--- src/rtl/compare_cards_pkg.sv ---
// Shared constants, FSM state type and board ROM function for the compare_cards pair-matching core.
package compare_cards_pkg;

  localparam int unsigned NUM_CARDS = 36;
  localparam int unsigned NUM_PAIRS = 18;
  localparam int unsigned IDX_W     = 6;
  localparam int unsigned VAL_W     = 5;
  localparam int unsigned CNT_W     = 5;

  localparam logic [2:0] PLAY_STATE = 3'd2;

  typedef enum logic [1:0] {
    ST_FIRST   = 2'd0,
    ST_SECOND  = 2'd1,
    ST_COMPARE = 2'd2
  } state_t;

  // Positions i and i+18 hold the same value; position 0 maps to 15.
  function automatic logic [VAL_W-1:0] rom_value(input logic [IDX_W-1:0] idx);
    int unsigned v;
    v = ((int'(idx) % NUM_PAIRS) + 15) % NUM_PAIRS;
    return v[VAL_W-1:0];
  endfunction

endpackage

--- src/rtl/compare_cards_card_rom.sv ---
// Combinational 36-entry board ROM: position index to card value.
module card_rom
  import compare_cards_pkg::*;
(
  input  logic [IDX_W-1:0] i_idx,
  output logic [VAL_W-1:0] o_val
);

  always_comb begin
    o_val = '0;
    if (i_idx < IDX_W'(NUM_CARDS)) o_val = rom_value(i_idx);
  end

endmodule

--- src/rtl/compare_cards.sv ---
// Pair-matching core of the 6x6 memory game: latches two selections, compares, counts pairs, flags GO.
// Optional attempts counter output enabled by defining COMPARE_CARDS_ATTEMPTS_EN.
module compare_cards
  import compare_cards_pkg::*;
(
  input  logic             clock,
  input  logic             reset_n,
  input  logic             A,
  input  logic [2:0]       inputState,
  input  logic [IDX_W-1:0] mem6x6,
  output logic [VAL_W-1:0] data1,
  output logic [VAL_W-1:0] data2,
  output logic             cardOneTwo,
  output logic [CNT_W-1:0] pairsFound,
`ifdef COMPARE_CARDS_ATTEMPTS_EN
  output logic             GO,
  output logic [7:0]       attempts
`else
  output logic             GO
`endif
);

  state_t                 r_state;
  state_t                 w_next;
  logic                   r_a_q;
  logic [IDX_W-1:0]       r_cardmem1;
  logic [IDX_W-1:0]       r_cardmem2;
  logic [NUM_CARDS-1:0]   r_matched;
  logic [VAL_W-1:0]       r_data1;
  logic [VAL_W-1:0]       r_data2;
  logic                   r_card_one_two;
  logic [CNT_W-1:0]       r_pairs;
  logic                   r_go;

  logic                   w_press;
  logic                   w_in_play;
  logic                   w_idx_ok;
  logic                   w_unmatched;
  logic                   w_valid_first;
  logic                   w_valid_second;
  logic                   w_is_match;
  logic [VAL_W-1:0]       w_rom_val;

  card_rom u_card_rom (
    .i_idx (mem6x6),
    .o_val (w_rom_val)
  );

  assign w_press        = A & ~r_a_q;
  assign w_in_play      = (inputState == PLAY_STATE);
  assign w_idx_ok       = (mem6x6 < IDX_W'(NUM_CARDS));
  // Out-of-range indices are masked by w_idx_ok before the matched bit matters.
  assign w_unmatched    = w_idx_ok && !r_matched[mem6x6];
  assign w_valid_first  = w_press && w_in_play && w_unmatched && !r_go;
  assign w_valid_second = w_valid_first && (mem6x6 != r_cardmem1);
  assign w_is_match     = (r_data1 == r_data2) && (r_pairs < CNT_W'(NUM_PAIRS));

  always_ff @(posedge clock or negedge reset_n) begin
    if (!reset_n) begin
      r_state <= ST_FIRST;
    end else begin
      r_state <= w_next;
    end
  end

  always_comb begin
    w_next = r_state;
    case (r_state)
      ST_FIRST: begin
        if (w_valid_first) w_next = ST_SECOND;
      end
      ST_SECOND: begin
        if (!w_in_play)          w_next = ST_FIRST;
        else if (w_valid_second) w_next = ST_COMPARE;
      end
      ST_COMPARE: begin
        w_next = ST_FIRST;
      end
      default: begin
        w_next = ST_FIRST;
      end
    endcase
  end

  always_ff @(posedge clock or negedge reset_n) begin
    if (!reset_n) begin
      r_a_q          <= 1'b0;
      r_cardmem1     <= '0;
      r_cardmem2     <= '0;
      r_matched      <= '0;
      r_data1        <= '0;
      r_data2        <= '0;
      r_card_one_two <= 1'b0;
      r_pairs        <= '0;
      r_go           <= 1'b0;
    end else begin
      r_a_q <= A;
      case (r_state)
        ST_FIRST: begin
          if (w_valid_first) begin
            r_cardmem1     <= mem6x6;
            r_data1        <= w_rom_val;
            r_card_one_two <= 1'b1;
          end
        end
        ST_SECOND: begin
          if (!w_in_play) begin
            r_card_one_two <= 1'b0;
          end else if (w_valid_second) begin
            r_cardmem2     <= mem6x6;
            r_data2        <= w_rom_val;
            r_card_one_two <= 1'b0;
          end
        end
        ST_COMPARE: begin
          if (w_is_match) begin
            r_pairs                <= r_pairs + 1'b1;
            r_matched[r_cardmem1]  <= 1'b1;
            r_matched[r_cardmem2]  <= 1'b1;
            if (r_pairs == CNT_W'(NUM_PAIRS - 1)) r_go <= 1'b1;
          end
        end
        default: begin
        end
      endcase
    end
  end

`ifdef COMPARE_CARDS_ATTEMPTS_EN
  logic [7:0] r_attempts;

  always_ff @(posedge clock or negedge reset_n) begin
    if (!reset_n) begin
      r_attempts <= '0;
    end else if (r_state == ST_COMPARE && r_attempts != '1) begin
      r_attempts <= r_attempts + 8'd1;
    end
  end

  assign attempts = r_attempts;
`endif

  assign data1      = r_data1;
  assign data2      = r_data2;
  assign cardOneTwo = r_card_one_two;
  assign pairsFound = r_pairs;
  assign GO         = r_go;

endmodule

--- config.mk ---
export PLATFORM = sky130hd
export DESIGN_NAME = compare_cards
export DESIGN_NICKNAME = d
export VERILOG_FILES = /design/src/rtl/compare_cards_pkg.sv /design/src/rtl/compare_cards_card_rom.sv /design/src/rtl/compare_cards.sv
export SDC_FILE = /design/constraint.sdc
export NUM_CORES = 1
export LEC_CHECK = 0
export ABC_AREA = 1
export CELL_PAD_IN_SITES_DETAIL_PLACEMENT = 1
export CELL_PAD_IN_SITES_GLOBAL_PLACEMENT = 1
export CORE_MARGIN = 2
export CORE_UTILIZATION = 44
export DETAILED_ROUTE_END_ITERATION = 10
export DONT_BUFFER_PORTS = 1
export GPL_TIMING_DRIVEN = 0
export MAX_ROUTING_LAYER = met4
export PLACE_DENSITY = 0.86
export SLEW_MARGIN = 5
export SYNTH_ARGS = -nofsm -noshare
export SYNTH_HDL_FRONTEND = slang
export SYNTH_SLANG_ARGS = --single-unit
--- constraint.sdc ---
create_clock -name clock -period 3.7 [get_ports clock]
set_input_delay 1.11 -clock clock [delete_from_list [all_inputs] [get_ports clock]]
set_output_delay 1.11 -clock clock [all_outputs]
set_load 0.03 [all_outputs]
# After elaboration in Yosys (flattened, before gate mapping)

Index checks and enable logic that the tools add are counted.

Flip-flop bits (word level): 68
Logic and storage cells: 66
Output and inout bits: 17
Input port bits: 12

Reductions and logical operators: 18
Order comparisons: 7
Equal/unequal tests: 8
Divide/modulo/power cells: 2
Bitwise gates (word level): 4
Muxes and demuxes: 15
Add/subtract/negate cells: 2

Operators by type and width:

| cell                                                                          | number |
|---|---|
| 36-bit bitwise OR                                                             | 2 |
| 32-bit by 4-bit adder with 32-bit output (second input constant)              | 1 |
| 32-bit by 5-bit remainder unit with 32-bit output (second input constant)     | 1 |
| 6-bit by 5-bit remainder unit with 32-bit output (second input constant)      | 1 |
| 6-bit by 7-bit less-than comparator with 1-bit output (second input constant) | 3 |
| 1-bit demux with 6-bit select                                                 | 2 |
| 6-bit by 1-bit >= comparator with 1-bit output (second input constant)        | 2 |
| 3-bit AND reduction                                                           | 3 |
| 1-bit logical AND                                                             | 8 |
| 1-bit binary-select mux with 6-bit select                                     | 1 |
| 6-bit less-than comparator (second input constant)                            | 1 |
| 1-bit two-way mux                                                             | 6 |
| 2-bit two-way mux                                                             | 3 |
| 6-bit != test                                                                 | 1 |
| 2-bit AND reduction                                                           | 3 |
| 5-bit by 1-bit adder with 5-bit output (second input constant)                | 1 |
| 5-bit == test                                                                 | 1 |
| 5-bit == test (second input constant)                                         | 1 |
| 5-bit less-than comparator (second input constant)                            | 1 |
| 5-bit two-way mux                                                             | 1 |
| 2-bit case mux with 2 select lines                                            | 1 |
| 3-bit by 2-bit == test with 1-bit output (second input constant)              | 1 |
| 3-bit != test (second input constant)                                         | 1 |
| 2-bit by 1-bit == test with 1-bit output (second input constant)              | 1 |
| 8 further kinds                                                               | 9 |

# Longest topological paths before layout

Gate-level depths: netlist (run 1).

Depth after elaboration: 10
Mapped depth: 53
Gate-level depth less buffers: 52

# Cells and area by module

A second synthesis (run 1) with hierarchy kept.

Cells, all modules: 720
Area, all modules: 5147.4 µm²

By module, submodules not included:

| module        | sequential area each (µm²) | area each (µm²) | instances | cells each |
|---|---|---|---|---|
| compare_cards | 1701.6                     | 3458.3          | 1         | 403 |
| card_rom      | 0.0                        | 1689.1          | 1         | 317 |

# Least setup slack after synthesis (run 1)

Ideal clock, no wire load.

Kind: in2reg
Start: input port mem6x6[2]
End: register r_data1[3], in the netlist data1[3]
Arrival time: 5635 ps
Stages on the path: 47
Path slack: -2053 ps
Setup time: 119 ps
Required time: 3581 ps
Buffers on the path: 1
Cell sequence: buf_4 > inv_4 > nand2_2 > ha_1 > inv_1 > a31oi_4 > inv_2 > nand2_4 > nand2_1 > nand2_2 > ha_1 > nand3_2 > nor2_4 > nor2_2 > nor2_4 > inv_4 > nand2_2 > inv_1 > [... 11 more ...] > nand2_1 > nand2_1 > nand3_1 > a21oi_2 > nand2_1 > o21ai_2 > nand2_2 > nand2_2 > nand2_1 > nand2_1 > inv_2 > ha_1 > inv_1 > nand2_1 > nand2_1 > nand2_1 > nand4_1 > nand2_1

Cells in the longest elaborated chain, start to end: 7
Elaborated cells between the ends (all ways): 12
Classes of those cells: add/sub: 1; div: 2; order compare: 1; mux: 3; reduce/logical: 5

Ends and longest elaborated chain:

| element                                                                                                  | line                 | RTL |
|---|---|---|
| start, declared                                                                                          | compare_cards.sv:10  | `input logic [IDX_W-1:0] mem6x6,` |
| parallel branches: the longest is 7 deep, another holds 6-bit by 5-bit remainder unit with 32-bit output | --                   |  |
| end signal, assigned                                                                                     | compare_cards.sv:102 | `r_data1 <= w_rom_val;` |
| end, declared                                                                                            | compare_cards.sv:29  | `logic [VAL_W-1:0] r_data1;` |

Several ways; the timed one is not identified. The select of a mux whose other input is x is not followed.
A chain may end at the register's enable or synchronous reset.

# Worst setup path after layout (run 1)

Start: input port mem6x6[3]
End: register r_data2[3], in the netlist data2[3]

Cells in the longest elaborated chain, start to end: 8
Elaborated cells between the ends (all ways): 14
Classes of those cells: add/sub: 1; div: 2; order compare: 1; eq/ne: 1; mux: 3; reduce/logical: 6

Ends and longest elaborated chain:

| element                                                                                                  | line                 | RTL |
|---|---|---|
| parallel branches: the longest is 8 deep, another holds 6-bit by 5-bit remainder unit with 32-bit output | --                   |  |
| end signal, assigned                                                                                     | compare_cards.sv:111 | `r_data2 <= w_rom_val;` |
| end, declared                                                                                            | compare_cards.sv:30  | `logic [VAL_W-1:0] r_data2;` |

Several ways; the timed one is not identified. The select of a mux whose other input is x is not followed.

==> results.yml, run 1 <==
critical_path:
  crit_required_ns: 3.95
  critPathMaxFanout: 6
  cp-start-kind: "primary input"
  reg2reg_setup_slack_ns: 0.58
  worstReg2RegEnd: "pairsFound[3]"
  r2r_start: "data2[3]"
  cp_common_cell: "nand2_2"
  slowest_stage: "a21oi_2"
  arrival_ns: 6.59
  path_class: "in2reg"
  max_stage_delay_ns: 0.25
  rr_worst_depth: 7
  end_kind: "register"
drt:
  via_per_inst: 6.31
  via_count: 5533
  wl_per_cell_um: 23.6
  drc: 0
  drt_iter0_drc: 510
  drtPass1Iterations: 5
  detail-route-antenna-nets: 0
  wirelength_um: 20700
synth:
  syn-num-nets: 689
  synth_top_cells_by_count: "nand2_1 (124), inv_1 (77), nand3_1 (77)"
  synth_edf_count: 0
  synth_warnings: 0
  synth.area.top_cells: "dfrtp_1 (34%), nand2_1 (9.4%), nand3_1 (7.8%), inv_1 (5.9%), o21ai_0 (5.2%)"
  synthCells: 669
  ys_seq_area_share_pct: 34.5
  async_flop_share_pct: 100
  synth_flop_cell: "dfrtp_1"
  synth-seq-cells: 68
  synth.most_common_cell: "nand2_1"
  netlist_area_um2: 4930
  synth_cell_types: 46
  synthDominantCellAreaShare_pct: 34.5
  yosysTopAreaCell: "dfrtp_1"
  synth_area_per_cell_um2: 7.37
floorplanning:
  die_area_um2: 12100
  placementRows: 38
  start_util_pct: 45.3
  io_pins: 29
  die_h_um: 110
  core_area_um2: 10900
  die_x_um: 110
placed_design:
  io_buffers: 0
  place.gp.congestion: 0.937
  hpwl_um: 11400
  place_inst: 809
  place_ws_ns: -2.68
global_route:
  grt_usage_pct: 30.3
  grt-ovfl-total: 0
  grt_pass1_vias: 5485
  grt_pass1_wl_um: 27300
  grt_max_degree: 69
  antenna_found_initial: 0
pwr:
  switchingPower_w: 0.00299
  pwr-share-clk_pct: 10.9
  power.density_nw_per_um2: 889
  irDropWorstVdd_mv: 1.13
  cellLeakagePower_nw: 2.96
  p_comb_share_pct: 70.9
  p_int_w: 0.00262
  seq_power_share_pct: 18.3
  p_sw_share_pct: 53.3
clock_network:
  cts-root-buf: "clkbuf_8"
  numClockSinks: 68
  path_clk_slew_ns: 0.08
  htree_levels: 3
  clockBufferDepth: 2
  postCtsHoldBufs: 0
  cts_buffers: 9
  clk_latency_ns: 0.36
  cts_tree: "done"
timing:
  setup-tns-final_ns: -20.77
  period_share_pct: 171
  slew_viol_final: 0
  finalSetupViolCount: 8
  slew_headroom_pct: 15.4
  skew_ns: 0.0125
  fin_crit_ns: 6.34
  rsz0062_at_grt: "yes"
  setup_ws_ns: -2.64
  whs_ns: 0.437
  worst_pin_slew_ns: 1.26
  final_hold_viol_count: 0
  max_freq_mhz: 158
outcome:
  status: "complete, but fails checks"
  violations: "negative setup slack"
layout:
  final_layout_size_suffix_gt1_share_pct: 33.5
  final_cells: 877
  n_antenna_cell: 0
  area_growth_pct: 27.7
  nNetsFinal: 753
worst_hold_path:
  hold_class: "in2async"
flow_run:
  maxCapViolCount: 0
final cells by class:
type,instances,area (um2)
plain buffers,17,97.6
clock buffers,10,138
clock inverters,5,52.6
fillers,1321,4590
inverters,100,397
multi-input cells,484,3310
flip-flops and latches,68,1700
well taps,140,175
repair buffers,53,425
registers in the layout (all words and copies together), names as in the netlist:
signal      cells
r_matched      36
r_cardmem1      6
r_cardmem2      6
data1           5
data2           5
pairsFound      5
r_state         2
GO              1
cardOneTwo      1
r_a_q           1
cells by family (layout without fill, tap and decap cells):
logic type,count (synthesis),in the layout,synth area share [%]
simple gates,302,302,30.0
compound gates,159,159,21.5
buf+inv,117,185,9.33
flops,68,68,34.5
xor+xnor,15,15,2.66
fa+ha+maj,8,8,2.03
per-layer routing:
metal	vias to the layer above	wire length [um]	global-route usage (%)	part of all wire [%]
met1	2752	7780	34.7	38
met5	-	0	-	0
met4	0	1250	12.8	6.0
li1	2431	-	-	-
met2	225	10600	52.7	51
met3	125	1060	4.33	5.1
cells in the final DEF (no fill, tap or decap), drive strengths merged, types with 2 or more instances in the layout:
master  synthesis  final
xor2           11     11
nor4            4      4
clkbuf         13     23
o22a           16     16
inv            98     98
a31o           21     21
nand3b          2      2
clkinv          2      5
o22ai          22     22
ha              8      8
dfrtp          68     68
o211ai          5      5
o21ai          63     63
nor2           41     41
nand2         143    143
buf             4     57
a31oi           2      2
nand4          20     20
a21oi          26     26
nand3          84     84
xnor2           4      4
nor3            5      5
stage by stage:
| step | power (W) | area [um2] | utilization, % |
|---|---|---|---|
| 6_report | 0.00560 | 6300 | 57.9 |
| 5_1_grt | 0.00589 | 6300 | 57.9 |
| 4_1_cts | 0.00438 | 5930 | 54.4 |
| 3_5_place_dp | 0.00308 | 5210 | 47.8 |
| 3_3_place_gp | 0.00296 | 5210 | 47.8 |
| 2_1_floorplan | 0.00261 | 5030 | - |
worst max-delay path, delay by kind of cell:
family	cells	cell delay, ns
AOI/OAI and AO/OA	4	0.71
buffers and inverters	7	0.60
adders and majority gates	2	0.38
and+or+nand+nor	31	3.76
power groups by stage:
stage / Combinational (W) / Sequential [W] / Clock (W)
floorplan: 0.00161 / 0.000998 / 0
global placement: 0.00193 / 0.00103 / 0
detailed placement: 0.00205 / 0.00103 / 0
CTS: 0.00275 / 0.00102 / 0.000616
global route: 0.00422 / 0.00103 / 0.000641
finish: 0.00397 / 0.00102 / 0.000608
worst max path at each step:
stage | depth (start not counted) | slack, ns | startpoint | end
final | 44 | -2.64 | mem6x6[3] | data2[3]
after global routing | 42 | -3.08 | mem6x6[3] | data1[2]
after CTS | 51 | -1.75 | mem6x6[3] | data2[3]
after detailed placement | 48 | -2.68 | mem6x6[2] | data2[3]
after global placement | 45 | -2.46 | mem6x6[2] | data2[3]
after floorplan | 48 | -1.94 | mem6x6[3] | data2[3]
repair_timing:
| item | CTS | global route |
|---|---|---|
| resized for setup | 58 | 65 |
| pin swaps | 45 | 51 |
| endpoints found under the hold margin | 0 | 0 |
| endpoints found under the setup margin | 13 | 17 |
| buffers inserted | 37 | 16 |
Note: power is estimated with default switching activity, not from simulation.
==> run 2: changes to the inputs <==
--- a/config.mk
+++ b/config.mk
@@ -14,8 +14,9 @@
 export DONT_BUFFER_PORTS = 1
 export GPL_TIMING_DRIVEN = 0
 export MAX_ROUTING_LAYER = met4
-export PLACE_DENSITY = 0.86
+export PLACE_DENSITY = 0.87
 export SLEW_MARGIN = 5
 export SYNTH_ARGS = -nofsm -noshare
 export SYNTH_HDL_FRONTEND = slang
+export SYNTH_HIERARCHICAL = 1
 export SYNTH_SLANG_ARGS = --single-unit
==> results.yml, run 2 <==
synth:
  synthCells: 720
  synth_warnings: 6
  synth_top_cells_by_count: "nand2_1 (181), nand3_1 (97), inv_1 (83)"
  yosysTopAreaCell: "dfrtp_1"
  synth_area_per_cell_um2: 7.15
  synth_flop_cell: "dfrtp_1"
  synth_cell_types: 43
  netlist_area_um2: 5150
  synth-seq-cells: 68
  async_flop_share_pct: 100
  syn-num-nets: 740
  ys_seq_area_share_pct: 33.1
  synthDominantCellAreaShare_pct: 33.1
  synth.area.top_cells: "dfrtp_1 (33%), nand2_1 (13%), nand3_1 (9.4%), inv_1 (6.1%), a31o_2 (5.8%)"
  synth.most_common_cell: "nand2_1"
  synth_edf_count: 0
global_route:
  grt_usage_pct: 32.7
  gr-usage-met1_pct: 34.5
  met2_usage_pct: 57.4
  grt_max_degree: 69
  met3_usage_pct: 5.35
  grt-ovfl-total: 0
  grt-busiest-layer: "met2"
  grt_pass1_wl_um: 31800
  antenna_found_initial: 0
  grt_pass1_vias: 6166
critical_path:
  cp-startpoint: "mem6x6[2]"
  critPathMaxFanout: 10
  cp-start-kind: "primary input"
  crit_required_ns: 3.96
  end_kind: "register"
  path_class: "in2reg"
  max_stage_delay_ns: 0.39
  r2r_start: "data1[1]"
  slowest_stage: "xor2_1"
  arrival_ns: 6.78
clock_network:
  clockBufferDepth: 2
  numClockSinks: 68
  path_clk_slew_ns: 0.06
  cts_tree: "done"
  cts-root-buf: "clkbuf_16"
  htree_levels: 3
  cts_buffers: 9
  clk_latency_ns: 0.35
  postCtsHoldBufs: 0
placed_design:
  hpwl_um: 11900
  io_buffers: 0
  place_inst: 863
  place.gp.congestion: 0.905
timing:
  setup_ws_ns: -2.82
  final_hold_viol_count: 0
  slew_viol_final: 0
  rsz0062_at_grt: "yes"
  period_share_pct: 176
  max_freq_mhz: 153
  fin_crit_ns: 6.52
  finalSetupViolCount: 8
  skew_ns: 0.0118
  slew_headroom_pct: 47.7
  worst_pin_slew_ns: 0.780
layout:
  final_cells: 932
  postLayoutCoreUtil_pct: 59.6
  multi_input_area_um2: 3680
  n_antenna_cell: 0
  reg_top3: "r_matched: 36 flops, r_cardmem1: 6 flops, r_cardmem2: 6 flops"
  final_layout_size_suffix_gt1_share_pct: 37.0
  seq_area_um2: 1700
  final_cell_mix: "nand2_1 (134), nand3_1 (79), inv_1 (71), dfrtp_1 (68), buf_4 (48)"
  largest_reg_flops: 36
  layout.cells.most_common: "nand2_1"
  area_growth_pct: 32.3
  nNetsFinal: 804
  fillCellCount: 1362
  max_flop_register: "r_matched"
drt:
  via_count: 5873
  drc: 0
  wirelength_um: 22200
  detail-route-antenna-nets: 0
  wl_per_cell_um: 23.8
  via_per_inst: 6.30
  drt_iter0_drc: 503
  drtPass1Iterations: 5
pwr:
  irDropWorstVdd_mv: 1.12
  cellLeakagePower_nw: 3.24
  power.density_nw_per_um2: 835
floorplanning:
  start_util_pct: 45.1
  core_area_um2: 11400
  die_h_um: 112
  io_pins: 29
  placementRows: 39
  die_x_um: 112
  die_area_um2: 12600
outcome:
  status: "complete, but fails checks"
  violations: "negative setup slack"
worst_hold_path:
  hold_class: "in2async"
flow_run:
  maxCapViolCount: 0
run 2: stage by stage:
step	setup slack (ns)	total power (W)	cell area, um2	setup TNS (ns)	hold slack (ns)
floorplan	-1.90	0.00262	5240	-14.48	0.428
global placement	-2.33	0.00293	5420	-18.08	0.444
detailed placement	-2.68	0.00307	5420	-20.54	0.455
CTS	-1.99	0.00458	6390	-15.30	0.455
global route	-2.97	0.00591	6810	-23.45	0.455
finish	-2.82	0.00569	6810	-21.97	0.459
run 2: worst paths after layout:
| kind | end | slack [ns] | cells after the start |
|---|---|---|---|
| max | data1[1] | -2.82 | 47 |
| min | data2[0] | 0.46 | 0 |
| max reg2reg | pairsFound[3] | 1.16 | 9 |
| min reg2reg | r_matched[4] | 0.46 | 1 |
| max in group asynchronous | r_cardmem1[5] | 3.13 | 0 |
| min in group clock | r_matched[4] | 0.46 | 1 |
run 2: worst max-delay path: cells and delay by family:
kind	cells	cell delay, ns
buf+inv	10	0.83
fa+ha+maj	2	0.45
compound gates	3	0.35
simple gates	31	3.63
xor+xnor	1	0.39
run 2: cell families after synthesis:
kind of cell	count (synthesis)	share of synthesized area, %
xor+xnor	12	2.04
simple gates	382	36.6
compound gates	130	17.1
buf+inv	120	9.19
fa+ha+maj	8	1.94
flops	68	33.1
run 2: repair_timing:
| item | 4_1_cts | 5_1_grt |
|---|---|---|
| setup buffers | 39 | 14 |
| gates resized for setup | 87 | 70 |
| endpoints found under the setup margin | 8 | 8 |
| pin swaps | 62 | 48 |
run 2: routing by layer:
layer	part of all wire, %	up-vias
li1	-	2580
met1	37	2959
met2	53	230
met3	4.5	104
met4	5.5	0
met5	0	-
run 2: cell type report:
type,instances,share of cell area [%]
buffer,16,1.23
clock buffer,9,3.31
tap,143,2.63
timing repair buffer,53,6.38
clock inverter,7,1.34
inverter,104,6.03
multi-input combinational,532,54.1
sequential,68,25.0
run 2: where the power goes:
| group | internal, W | total (W) | switching, W |
|---|---|---|---|
| Sequential | 0.000777 | 0.000868 | 0.0000911 |
| Clock | 0.000587 | 0.000917 | 0.000331 |
| Combinational | 0.00135 | 0.00390 | 0.00255 |
| Total | 0.00272 | 0.00569 | 0.00297 |
==> run 3: changes to the inputs <==
--- a/config.mk
+++ b/config.mk
@@ -9,12 +9,12 @@
 export CELL_PAD_IN_SITES_DETAIL_PLACEMENT = 1
 export CELL_PAD_IN_SITES_GLOBAL_PLACEMENT = 1
 export CORE_MARGIN = 2
-export CORE_UTILIZATION = 44
+export CORE_UTILIZATION = 43
 export DETAILED_ROUTE_END_ITERATION = 10
 export DONT_BUFFER_PORTS = 1
 export GPL_TIMING_DRIVEN = 0
 export MAX_ROUTING_LAYER = met4
-export PLACE_DENSITY = 0.87
+export PLACE_DENSITY = 0.88
 export SLEW_MARGIN = 5
 export SYNTH_ARGS = -nofsm -noshare
 export SYNTH_HDL_FRONTEND = slang
==> constraint.sdc (replaced) <==
create_clock -name clock -period 5.5 [get_ports clock]
set_input_delay 1.65 -clock clock [delete_from_list [all_inputs] [get_ports clock]]
set_output_delay 1.65 -clock clock [all_outputs]
set_load 0.03 [all_outputs]
==> results.yml, run 3 (same netlist as run 2, synthesis figures left out) <==
outcome:
  status: "complete, but fails checks"
  violations: "negative setup slack"
timing:
  period_share_pct: 137
  worst_pin_slew_ns: 0.738
  whs_ns: 0.464
  setup_ws_ns: -2.03
  setup-tns-final_ns: -15.90
  skew_ns: 0.0166
  slew_viol_final: 0
  max_freq_mhz: 133
  fin_crit_ns: 7.53
  final_hold_viol_count: 0
  slew_headroom_pct: 50.5
  finalSetupViolCount: 8
  rsz0062_at_grt: "yes"
critical_path:
  max_stage_delay_ns: 0.56
  cp-startpoint: "mem6x6[4]"
  cp_common_cell: "nand2_4"
  end_kind: "register"
  r2r_start: "data2[2]"
  arrival_ns: 7.78
  path_class: "in2reg"
  cp-start-kind: "primary input"
  critPathMaxFanout: 6
  reg2reg_setup_slack_ns: 3.07
  worstReg2RegEnd: "pairsFound[3]"
  crit_required_ns: 5.74
  crit_path_end: "data1[2]"
  rr_worst_depth: 9
  slowest_stage: "a21oi_1"
global_route:
  antenna_found_initial: 0
  grt_pass1_vias: 6066
  grt_pass1_wl_um: 30900
  grt-ovfl-total: 0
  grt_usage_pct: 31.0
  grt_max_degree: 69
placed_design:
  hpwl_um: 12000
  place_inst: 863
  place.gp.congestion: 0.904
  place_ws_ns: -1.42
  io_buffers: 0
  place_area_um2: 5420
clock_network:
  cts_tree: "done"
  postCtsHoldBufs: 0
  cts_buffers: 9
  path_clk_slew_ns: 0.06
  clockBufferDepth: 2
  numClockSinks: 68
  htree_levels: 3
  clk_latency_ns: 0.34
  cts-root-buf: "clkbuf_16"
pwr:
  irDropWorstVdd_mv: 0.376
  cellLeakagePower_nw: 3.23
  power.density_nw_per_um2: 579
layout:
  final_layout_size_suffix_gt1_share_pct: 37.2
  n_antenna_cell: 0
  fillCellCount: 1412
  reg_top3: "r_matched: 36 flops, r_cardmem1: 6 flops, r_cardmem2: 6 flops"
  final_cell_mix: "nand2_1 (129), nand3_1 (79), dfrtp_1 (68), inv_1 (68), buf_4 (46)"
  area_growth_pct: 31.6
  stdcell_area_um2: 6780
  nNetsFinal: 804
  final_cells: 931
  max_flop_register: "r_matched"
  layout.cells.most_common: "nand2_1"
  largest_reg_flops: 36
drt:
  detail-route-antenna-nets: 0
  via_per_inst: 6.53
  via_count: 6081
  drt_iter0_drc: 658
  drtPass1Iterations: 5
  drc: 0
  wirelength_um: 24300
  wl_per_cell_um: 26.1
floorplanning:
  die_h_um: 113
  placementRows: 39
  die_x_um: 113
  die_area_um2: 12900
  core_area_um2: 11600
  start_util_pct: 44.5
  io_pins: 29
flow_run:
  maxCapViolCount: 0
worst_hold_path:
  hold_class: "reg2reg"
## run 3: stage by stage
step                      power, W  util, %
after floorplan            0.00177        -
after global placement     0.00197     46.9
after detailed placement   0.00208     46.9
after CTS                  0.00300     54.1
after global routing       0.00411     58.6
final                      0.00392     58.6
## run 3: worst min-delay path by stage
stage	start	to	slack [ns]	cells after the start
after global routing	r_matched[7]	r_matched[7]	0.49	1
after CTS	r_matched[4]	r_matched[4]	0.47	1
after detailed placement	r_matched[4]	r_matched[4]	0.45	1
after global placement	r_matched[33]	r_matched[33]	0.45	2
final	r_matched[4]	r_matched[4]	0.46	1
after floorplan	r_matched[35]	r_matched[35]	0.43	2
## run 3: where the power goes
part	switching [W]	internal (W)
Clock	0.000214	0.000372
Combinational	0.00177	0.000981
Sequential	0.0000594	0.000523
## run 3: routing by layer
metal | routed length [um] | vias up | global-route usage (%)
li1 | - | 2575 | -
met1 | 8290 | 2987 | 34.9
met2 | 11800 | 369 | 55.4
met3 | 2080 | 150 | 4.68
met4 | 2130 | 0 | 12.6
met5 | 0 | - | -
## run 3: worst max-delay path, delay by kind of cell
family / cells / cell delay [ns]
xor+xnor: 1 / 0.32
simple gates: 26 / 3.57
buf+inv: 8 / 0.71
compound gates: 4 / 1.13
fa+ha+maj: 2 / 0.39
## run 3: area by class of cell
type / instances / area [um2] / share of cell area [%]
inverter: 104 / 410 / 6.06
tap: 143 / 179 / 2.64
sequential: 68 / 1700 / 25.1
timing repair buffer: 53 / 442 / 6.52
buffer: 16 / 83.8 / 1.24
clock buffer: 11 / 253 / 3.73
clock inverter: 4 / 48.8 / 0.720
multi-input combinational: 532 / 3660 / 54.0
## run 3: repair_timing
action / 4_1_cts / 5_1_grt
resized for setup: 70 / 93
setup endpoints to repair: 8 / 8
setup buffers: 30 / 23
pin swaps: 54 / 72
